--- src/rtl/split_initiator_if.sv ---
// Local request port and serial-bus signals of the split-capable initiator.
// The master modport is the initiator's view; slave is the environment's view
// (local requester, bus arbiter and target together).
interface split_initiator_if;
   logic        req_valid;
   logic        req_rw;
   logic [15:0] req_addr;
   logic [7:0]  req_wdata;
   logic        req_ready;
   logic        resp_valid;
   logic [7:0]  resp_rdata;
   logic        resp_error;
   logic        bus_req;
   logic        bus_grant;
   logic [15:0] init_addr_out;
   logic        init_addr_out_valid;
   logic [7:0]  init_data_out;
   logic        init_data_out_valid;
   logic        init_rw;
   logic [7:0]  init_data_in;
   logic        init_data_in_valid;
   logic        init_ack;
   logic        init_split_ack;
   logic        target_ready;
   logic        split_pending;

   modport master (
      input  req_valid, req_rw, req_addr, req_wdata,
      output req_ready, resp_valid, resp_rdata, resp_error,
      output bus_req,
      input  bus_grant,
      output init_addr_out, init_addr_out_valid, init_data_out, init_data_out_valid, init_rw,
      input  init_data_in, init_data_in_valid, init_ack, init_split_ack, target_ready,
      output split_pending
   );

   modport slave (
      output req_valid, req_rw, req_addr, req_wdata,
      input  req_ready, resp_valid, resp_rdata, resp_error,
      input  bus_req,
      output bus_grant,
      input  init_addr_out, init_addr_out_valid, init_data_out, init_data_out_valid, init_rw,
      output init_data_in, init_data_in_valid, init_ack, init_split_ack, target_ready,
      input  split_pending
   );
endinterface

--- src/rtl/split_initiator.sv ---
// Serial-bus initiator: takes one local read/write at a time, arbitrates for
// the bus, issues address (and write data), then waits for ack or a split
// acknowledge. After a split the bus is released and the deferred read data
// is awaited. Both wait phases are bounded by a saturating timeout counter.
module split_initiator #(
   parameter int ACK_TIMEOUT   = 16,
   parameter int SPLIT_TIMEOUT = 64
) (
   input logic               clk,
   input logic               rst_n,
   split_initiator_if.master bus
);

   localparam int CNT_MAX = (ACK_TIMEOUT > SPLIT_TIMEOUT) ? ACK_TIMEOUT : SPLIT_TIMEOUT;
   localparam int CW      = $clog2(CNT_MAX + 1);
   localparam logic [CW-1:0] ACK_LAST   = CW'(ACK_TIMEOUT - 1);
   localparam logic [CW-1:0] SPLIT_LAST = CW'(SPLIT_TIMEOUT - 1);

   typedef enum logic [1:0] {
      ST_IDLE,
      ST_REQ_BUS,
      ST_WAIT_ACK,
      ST_SPLIT_WAIT
   } state_t;

   state_t        state;
   logic          lat_rw;
   logic [15:0]   lat_addr;
   logic [7:0]    lat_wdata;
   logic [CW-1:0] cnt;

   // Transaction FSM with all outputs registered; strobes default low each cycle.
   always_ff @(posedge clk or negedge rst_n) begin
      if (!rst_n) begin
         state                   <= ST_IDLE;
         lat_rw                  <= 1'b0;
         lat_addr                <= '0;
         lat_wdata               <= '0;
         cnt                     <= '0;
         bus.req_ready           <= 1'b1;
         bus.resp_valid          <= 1'b0;
         bus.resp_rdata          <= '0;
         bus.resp_error          <= 1'b0;
         bus.bus_req             <= 1'b0;
         bus.init_addr_out       <= '0;
         bus.init_addr_out_valid <= 1'b0;
         bus.init_data_out       <= '0;
         bus.init_data_out_valid <= 1'b0;
         bus.init_rw             <= 1'b0;
         bus.split_pending       <= 1'b0;
      end else begin
         // NOTE: non-blocking throughout; the defaults below are overridden by
         // later assignments in the same pass, which keeps every strobe one cycle wide.
         bus.resp_valid          <= 1'b0;
         bus.init_addr_out_valid <= 1'b0;
         bus.init_data_out_valid <= 1'b0;

         case (state)
            ST_IDLE: begin
               if (bus.req_valid) begin
                  lat_rw        <= bus.req_rw;
                  lat_addr      <= bus.req_addr;
                  lat_wdata     <= bus.req_wdata;
                  bus.bus_req   <= 1'b1;
                  bus.req_ready <= 1'b0;
                  state         <= ST_REQ_BUS;
               end
            end

            ST_REQ_BUS: begin
               if (bus.bus_grant && bus.target_ready) begin
                  bus.init_addr_out       <= lat_addr;
                  bus.init_rw             <= lat_rw;
                  bus.init_addr_out_valid <= 1'b1;
                  if (lat_rw) begin
                     bus.init_data_out       <= lat_wdata;
                     bus.init_data_out_valid <= 1'b1;
                  end
                  cnt   <= '0;
                  state <= ST_WAIT_ACK;
               end
            end

            ST_WAIT_ACK: begin
               if (bus.init_ack) begin
                  // A read ack without data is a protocol error.
                  bus.resp_valid    <= 1'b1;
                  bus.resp_error    <= !lat_rw && !bus.init_data_in_valid;
                  bus.resp_rdata    <= (!lat_rw && bus.init_data_in_valid) ? bus.init_data_in : 8'h00;
                  bus.bus_req       <= 1'b0;
                  bus.req_ready     <= 1'b1;
                  state             <= ST_IDLE;
               end else if (bus.init_split_ack && lat_rw) begin
                  // Writes cannot be split.
                  bus.resp_valid    <= 1'b1;
                  bus.resp_error    <= 1'b1;
                  bus.resp_rdata    <= 8'h00;
                  bus.bus_req       <= 1'b0;
                  bus.req_ready     <= 1'b1;
                  state             <= ST_IDLE;
               end else if (bus.init_split_ack) begin
                  bus.bus_req       <= 1'b0;
                  bus.split_pending <= 1'b1;
                  cnt               <= '0;
                  state             <= ST_SPLIT_WAIT;
               end else if (cnt == ACK_LAST) begin
                  bus.resp_valid    <= 1'b1;
                  bus.resp_error    <= 1'b1;
                  bus.resp_rdata    <= 8'h00;
                  bus.bus_req       <= 1'b0;
                  bus.req_ready     <= 1'b1;
                  state             <= ST_IDLE;
               end else if (cnt != '1) begin
                  cnt <= cnt + 1'b1;
               end
            end

            ST_SPLIT_WAIT: begin
               if (bus.init_ack && bus.init_data_in_valid) begin
                  bus.resp_valid    <= 1'b1;
                  bus.resp_error    <= 1'b0;
                  bus.resp_rdata    <= bus.init_data_in;
                  bus.split_pending <= 1'b0;
                  bus.req_ready     <= 1'b1;
                  state             <= ST_IDLE;
               end else if (cnt == SPLIT_LAST) begin
                  bus.resp_valid    <= 1'b1;
                  bus.resp_error    <= 1'b1;
                  bus.resp_rdata    <= 8'h00;
                  bus.split_pending <= 1'b0;
                  bus.req_ready     <= 1'b1;
                  state             <= ST_IDLE;
               end else if (cnt != '1) begin
                  cnt <= cnt + 1'b1;
               end
            end

            default: state <= ST_IDLE;
         endcase
      end
   end

endmodule
--- src/flat_wrapper.sv ---
// flat-port wrapper written by rule: the top's interface ports become plain ports
module split_initiator_flat 
#(
   parameter int ACK_TIMEOUT   = 16,
   parameter int SPLIT_TIMEOUT = 64
)
  (clk, rst_n, bus_req_valid, bus_req_rw, bus_req_addr, bus_req_wdata, bus_req_ready, bus_resp_valid, bus_resp_rdata, bus_resp_error, bus_bus_req, bus_bus_grant, bus_init_addr_out, bus_init_addr_out_valid, bus_init_data_out, bus_init_data_out_valid, bus_init_rw, bus_init_data_in, bus_init_data_in_valid, bus_init_ack, bus_init_split_ack, bus_target_ready, bus_split_pending);
  split_initiator_if bus_i ();
  input logic clk;
  input logic rst_n;
  input wire logic [$bits(bus_i.req_valid)-1:0] bus_req_valid;
  input wire logic [$bits(bus_i.req_rw)-1:0] bus_req_rw;
  input wire logic [$bits(bus_i.req_addr)-1:0] bus_req_addr;
  input wire logic [$bits(bus_i.req_wdata)-1:0] bus_req_wdata;
  output wire logic [$bits(bus_i.req_ready)-1:0] bus_req_ready;
  output wire logic [$bits(bus_i.resp_valid)-1:0] bus_resp_valid;
  output wire logic [$bits(bus_i.resp_rdata)-1:0] bus_resp_rdata;
  output wire logic [$bits(bus_i.resp_error)-1:0] bus_resp_error;
  output wire logic [$bits(bus_i.bus_req)-1:0] bus_bus_req;
  input wire logic [$bits(bus_i.bus_grant)-1:0] bus_bus_grant;
  output wire logic [$bits(bus_i.init_addr_out)-1:0] bus_init_addr_out;
  output wire logic [$bits(bus_i.init_addr_out_valid)-1:0] bus_init_addr_out_valid;
  output wire logic [$bits(bus_i.init_data_out)-1:0] bus_init_data_out;
  output wire logic [$bits(bus_i.init_data_out_valid)-1:0] bus_init_data_out_valid;
  output wire logic [$bits(bus_i.init_rw)-1:0] bus_init_rw;
  input wire logic [$bits(bus_i.init_data_in)-1:0] bus_init_data_in;
  input wire logic [$bits(bus_i.init_data_in_valid)-1:0] bus_init_data_in_valid;
  input wire logic [$bits(bus_i.init_ack)-1:0] bus_init_ack;
  input wire logic [$bits(bus_i.init_split_ack)-1:0] bus_init_split_ack;
  input wire logic [$bits(bus_i.target_ready)-1:0] bus_target_ready;
  output wire logic [$bits(bus_i.split_pending)-1:0] bus_split_pending;
  assign bus_i.req_valid = bus_req_valid;
  assign bus_i.req_rw = bus_req_rw;
  assign bus_i.req_addr = bus_req_addr;
  assign bus_i.req_wdata = bus_req_wdata;
  assign bus_req_ready = bus_i.req_ready;
  assign bus_resp_valid = bus_i.resp_valid;
  assign bus_resp_rdata = bus_i.resp_rdata;
  assign bus_resp_error = bus_i.resp_error;
  assign bus_bus_req = bus_i.bus_req;
  assign bus_i.bus_grant = bus_bus_grant;
  assign bus_init_addr_out = bus_i.init_addr_out;
  assign bus_init_addr_out_valid = bus_i.init_addr_out_valid;
  assign bus_init_data_out = bus_i.init_data_out;
  assign bus_init_data_out_valid = bus_i.init_data_out_valid;
  assign bus_init_rw = bus_i.init_rw;
  assign bus_i.init_data_in = bus_init_data_in;
  assign bus_i.init_data_in_valid = bus_init_data_in_valid;
  assign bus_i.init_ack = bus_init_ack;
  assign bus_i.init_split_ack = bus_init_split_ack;
  assign bus_i.target_ready = bus_target_ready;
  assign bus_split_pending = bus_i.split_pending;
  split_initiator #(.ACK_TIMEOUT(ACK_TIMEOUT), .SPLIT_TIMEOUT(SPLIT_TIMEOUT)) u_core (.clk(clk), .rst_n(rst_n), .bus(bus_i));
endmodule
--- config.mk ---
export PLATFORM = sky130hd
export DESIGN_NAME = split_initiator_flat
export DESIGN_NICKNAME = d
export VERILOG_FILES = /design/src/rtl/split_initiator_if.sv /design/src/rtl/split_initiator.sv /design/src/flat_wrapper.sv
export SDC_FILE = /design/constraint.sdc
export NUM_CORES = 1
export LEC_CHECK = 0
export CAP_MARGIN = 20
export CORE_MARGIN = 2
export CORE_UTILIZATION = 52
export CTS_CLUSTER_SIZE = 16
export DETAILED_ROUTE_END_ITERATION = 7
export GPL_ROUTABILITY_DRIVEN = 1
export GPL_TIMING_DRIVEN = 0
export PLACE_DENSITY = 0.85
export SLEW_MARGIN = 20
export SYNTH_ARGS = -nofsm -noshare
export SYNTH_HDL_FRONTEND = slang
export SYNTH_SLANG_ARGS = --single-unit
--- constraint.sdc ---
create_clock -name clk -period 3.9 [get_ports clk]
set_input_delay 0.78 -clock clk [delete_from_list [all_inputs] [get_ports clk]]
set_output_delay 0.78 -clock clk [all_outputs]
set_load 0.05 [all_outputs]
# Word level (Yosys, flattened, before mapping)
# Index checks and enable logic that the tools add are counted.
[totals]
output_inout_bits = 40
n_memories = 0
ff_bits = 74
latch_bits = 0
ramBits = 0
romBits = 0
[classes]
order_cmp = 0
shift = 0
div_mod_pow = 0
addsub = 1
multipliers = 0
reduce_logical = 21
n_bitwise = 0
eq_ne = 18
mux = 61
[op_table]
columns = ["cell", "n"]
rows = [
  ["7-bit two-way mux", 8],
  ["8-bit two-way mux", 7],
  ["1-bit two-way mux", 30],
  ["7-bit case mux with 3 select lines", 1],
  ["2-bit two-way mux", 8],
  ["8-bit case mux with 2 select lines", 1],
  ["2-bit != test (second input constant)", 6],
  ["5-bit AND reduction", 2],
  ["1-bit case mux with 2 select lines", 4],
  ["2-bit case mux with 4 select lines", 1],
  ["4-bit AND reduction", 2],
  ["7-bit by 1-bit adder with 7-bit output (second input constant)", 1],
  ["7-bit by 4-bit equality test with 1-bit output (second input constant)", 1],
  ["7-bit by 6-bit equality test with 1-bit output (second input constant)", 1],
  ["7-bit != test (second input constant)", 1],
  ["7-bit AND reduction", 1],
  ["3-bit AND reduction", 2],
  ["3-bit nonzero test", 2],
  ["1-bit logical AND", 5],
  ["5-bit by 3-bit != test with 1-bit output (second input constant)", 1],
  ["2-bit equality test (second input constant)", 2],
  ["4-bit by 2-bit != test with 1-bit output (second input constant)", 1],
  ["4-bit by 3-bit != test with 1-bit output (second input constant)", 1],
  ["2-bit AND reduction", 2],
  ["other kinds (8)", 10],
]

# Logic depth before layout (Yosys ltp)
[logic_depth]
depth_word = 7
ltp_mapped = 8
mapped_depth_nobuf = 7

# Least setup slack after synthesis
# OpenSTA, ideal clock, no wires.
[synth_path]
path_kind = "in2reg"
start = "input port bus_init_split_ack"
end = "register u_core.cnt[5]"
setup_slack_ns = 2.072
arrival_ns = 1.702
path_stages = 4
t_required_ns = 3.774
n_path_buf = 0
path_cell_list = "a21oi_1 > o41ai_2 > a22o_2 > a221o_1"
[synth_between]
elab_chain_cells = 4
elab_cells_between_ends = 8
[synth_lines]
columns = ["item", "line_no", "rtl"]
rows = [
  ["start, declared", "flat_wrapper.sv:29", "input wire logic [$bits(bus_i.init_split_ack)-1:0] bus_init_split_ack;"],
  ["7-bit two-way mux", "split_initiator.sv:101", "end else if (bus.init_split_ack) begin"],
  ["7-bit two-way mux", "split_initiator.sv:93", "end else if (bus.init_split_ack && lat_rw) begin"],
  ["7-bit two-way mux", "split_initiator.sv:85", "if (bus.init_ack) begin"],
  ["7-bit case mux with 3 select lines", "split_initiator.sv:58", "case (state)"],
  ["end signal, assigned", "split_initiator.sv:114", "cnt <= cnt + 1'b1;"],
  ["end signal, assigned", "split_initiator.sv:134", "cnt <= cnt + 1'b1;"],
  ["end, declared", "split_initiator.sv:30", "logic [CW-1:0] cnt;"],
]
# Several ways; a longest one is shown, not always the timed one. The select of a mux whose other input is x is not followed.
# A chain may end at the register's enable or synchronous reset.

# Final worst setup path
[layout_path]
start = "register u_core.bus.req_ready"
end = "output port bus_req_ready"
[layout_rtl]
columns = ["item", "line_no", "rtl"]
rows = [
  ["start, declared", "split_initiator_if.sv:29", "output req_ready, resp_valid, resp_rdata, resp_error,"],
  ["start signal, assigned", "split_initiator.sv:40", "bus.req_ready <= 1'b1;"],
  ["start signal, assigned", "split_initiator.sv:65", "bus.req_ready <= 1'b0;"],
  ["start signal, assigned", "split_initiator.sv:91", "bus.req_ready <= 1'b1;"],
  ["end, declared", "flat_wrapper.sv:15", "output wire logic [$bits(bus_i.req_ready)-1:0] bus_req_ready;"],
]
# No word-level cell between the ends.

==> flow_summary.yaml <==
drt:
  drt-initial-drc-count: 111
  vias_per_cell: 5.325
  via_count: 2311
  final_antenna_net_count: 0
  wl_mm: 6.809
  drtPass1Iterations: 5
  drc: 0
  avgRoutedWirePerCell_um: 15.69
grt:
  gr-usage-all-layers: 0.2293
  grt_pass1_wl_mm: 11.40
  grt_max_degree: 54
  antenna_found_initial: 0
  grt_overflow: 0
  grt_pass1_vias: 2466
critical_path:
  end_kind: "primary output"
  cpMaxStageDelayCell: "clkdlybuf4s50_1"
  crit_buf_inv: 1
  path_class: "reg -> out"
  cp_num_cells: 1
  r2r-end: "u_core.cnt[1]$_DFFE_PN0P_"
  timing.critical_path.from: "u_core.bus.req_ready$_DFFE_PN1P_"
  slowest_delay_ps: 800
  cp_max_fo: 3
  cp_top_family: "buffers and inverters"
  timing.rr.start: "u_core.cnt[0]$_DFFE_PN0P_"
  crit_required_ps: 3120
  crit_path_end: "bus_req_ready"
  cp-start-kind: "flop"
  ff2ff_setup_slack_ps: 1930
  path_cells: "clkdlybuf4s50_1"
  r2r_cells: 6
  crit_arrival_ps: 1680
place:
  port-buffer-count: 80
  place.gp.congestion: 0.8555
  place_inst: 419
  dpl_cell_area_um2: 4009
  hpwl_mm: 4.776
die:
  fp.dieArea_um2: 6573
  die_w_um: 81.08
  io_pins: 81
  rows: 28
  initial_core_util: 0.5312
  core_um2: 5816
  die_h_um: 81.08
clock_tree:
  cts_tree: "yes"
  insertion_delay_ps: 340
  ctsHtreeMaxLevel: 3
  root_buffer: "clkbuf_8"
  cts_resized: 0
  cts.clk_slew.worst_paths_ps: 80
  cts_max_path_buffers: 2
  cts_sinks: 74
  cts-hold-fix-buffers: 0
  cts_buffers: 9
  cts_setup_buffers: 0
layout:
  final_cell_area_um2: 4192
  syn_to_final_growth_pct: 35.68
  final_cells: 434
  drive_gt1_frac: 0.2006
  fin_nets: 397
  n_antenna_cell: 0
sta:
  report.final.hold_viol_count: 0
  whs_ps: 326.7
  fin_crit_sh: 0.6296
  fin_setup_tns_ps: 0
  max_slew.worst_pin.slew_ps: 636.6
  slew_violations: 0
  maxSlewHeadroom: 0.5756
  finalSetupViolCount: 0
  fin_skew_ps: 7.422
  fmax_ghz: 0.4073
  grt_setup_unrepaired: "no"
  fin_crit_ps: 2455
synthesis:
  netlist_area_um2: 3089
  ys_seq_area_frac: 0.5998
  syn_inst: 263
  synth.avg_cell_area_um2: 11.75
  yosys_register_bits: 74
  syn_nets: 305
  ys_warn_count: 0
  netlist-cell-type-count: 42
job:
  cap_viol_max_count: 0
hold_path:
  hold_path_class: "in -> async"
outcome:
  outcome: "complete, no violations"
power:
  vdd.ir_drop.worst_mv: 0.5667
  p_leak_nw: 1.933
  finalPower_w: 0.003603
  power_density_nw_per_um2: 859.6
[how the worst min path moves through the flow]
| stage | startpoint | end | slack (ps) | cells after the start |
|---|---|---|---|---|
| after floorplan | u_core.lat_addr[11]$_DFFE_PN0P_ | u_core.bus.init_addr_out[11]$_DFFE_PN0P_ | 430 | 2 |
| after global placement | u_core.lat_addr[12]$_DFFE_PN0P_ | u_core.bus.init_addr_out[12]$_DFFE_PN0P_ | 440 | 2 |
| after detailed placement | u_core.lat_addr[12]$_DFFE_PN0P_ | u_core.bus.init_addr_out[12]$_DFFE_PN0P_ | 450 | 2 |
| after CTS | rst_n | u_core.bus.init_addr_out[4]$_DFFE_PN0P_ | 330 | 1 |
| after global routing | rst_n | u_core.bus.init_addr_out[4]$_DFFE_PN0P_ | 350 | 1 |
| final | rst_n | u_core.bus.init_addr_out[4]$_DFFE_PN0P_ | 330 | 1 |
[per-stage QoR]
| stage | utilization | worst slack (ps) |
|---|---|---|
| floorplan | - | 2072 |
| detailed placement | 0.6893 | 1315 |
| global placement | 0.6850 | -424.5 |
| global route | 0.7207 | 1406 |
| CTS | 0.7207 | 1428 |
| finish | 0.7207 | 1445 |
[Yosys cell counts, drive strengths merged]
master / n / area share
and2b: 1 / 0.0028
o41ai: 1 / 0.0053
inv: 13 / 0.016
nor2b: 2 / 0.0065
buf: 8 / 0.020
a311oi: 1 / 0.0028
a31oi: 1 / 0.0020
a221o: 2 / 0.0065
ha: 1 / 0.0040
nand2b: 1 / 0.0020
a21oi: 9 / 0.015
nand4b: 2 / 0.015
or2b: 1 / 0.0028
nor2: 9 / 0.012
a21boi: 1 / 0.0024
clkbuf: 1 / 0.0012
a21o: 2 / 0.0049
o211ai: 1 / 0.0024
dfrtp: 73 / 0.59
o2bb2ai: 1 / 0.0049
or3: 1 / 0.0020
a32o: 2 / 0.0065
o21a: 1 / 0.0024
o21ai: 17 / 0.030
and3: 4 / 0.0085
o311ai: 2 / 0.0081
mux2: 33 / 0.12
dfstp: 1 / 0.0085
nand2: 57 / 0.070
nand3: 13 / 0.021
a22o: 1 / 0.0032
[cell families (layout without fill, tap and decap cells)]
family          after synthesis  count (layout)  synth area share
simple gates                 91              91            0.1430
flops                        74              74            0.5998
compound gates               42              42           0.09600
mux                          33              33            0.1203
buf+inv                      22             118           0.03686
fa+ha+maj                     1               1          0.004050
[layout by cell type, fill, tap and decap left out, drive strengths merged, types with 2 or more instances in the layout]
cell type / instances
o21ai: 17
a32o: 2
nand2: 57
clkbuf: 10
dfrtp: 73
a21oi: 9
a221o: 2
buf: 10
and3: 4
inv: 13
clkdlybuf4s50: 79
o311ai: 2
nand3: 13
nand4b: 2
a21o: 2
mux2: 33
nor2b: 2
nor2: 9
clkinv: 5
[routing by layer]
| metal | track usage | part of all wire |
|---|---|---|
| met4 | 0.09492 | 0.018 |
| met1 | 0.2871 | 0.42 |
| met2 | 0.3727 | 0.49 |
| met5 | 0 | 0 |
| met3 | 0.06889 | 0.069 |
[sequential cells by signal (all words and copies together) (netlist names), 2 cells and up]
signal                    cells
u_core.bus.resp_rdata         8
u_core.state                  2
u_core.lat_wdata              8
u_core.bus.init_addr_out     16
u_core.bus.init_data_out      8
u_core.cnt                    7
u_core.lat_addr              16
[power by group]
part	internal [W]	switching [W]	total, W
combinational	0.000662	0.00109	0.00175
clock	0.000288	0.000273	0.000561
sequential	0.00111	0.000187	0.00129
[layout make-up]
| cell class | instances | area (um^2) |
|---|---|---|
| sequential | 74 | 1853 |
| fill | 442 | 1624 |
| multi-input combinational | 167 | 1122 |
| timing repair buffer | 81 | 825.8 |
| clock buffer | 9 | 123.9 |
| tap | 75 | 93.84 |
| buffer | 9 | 65.06 |
| clock inverter | 6 | 58.81 |
| inverter | 13 | 48.80 |
Note: power is estimated with default switching activity, not from simulation.
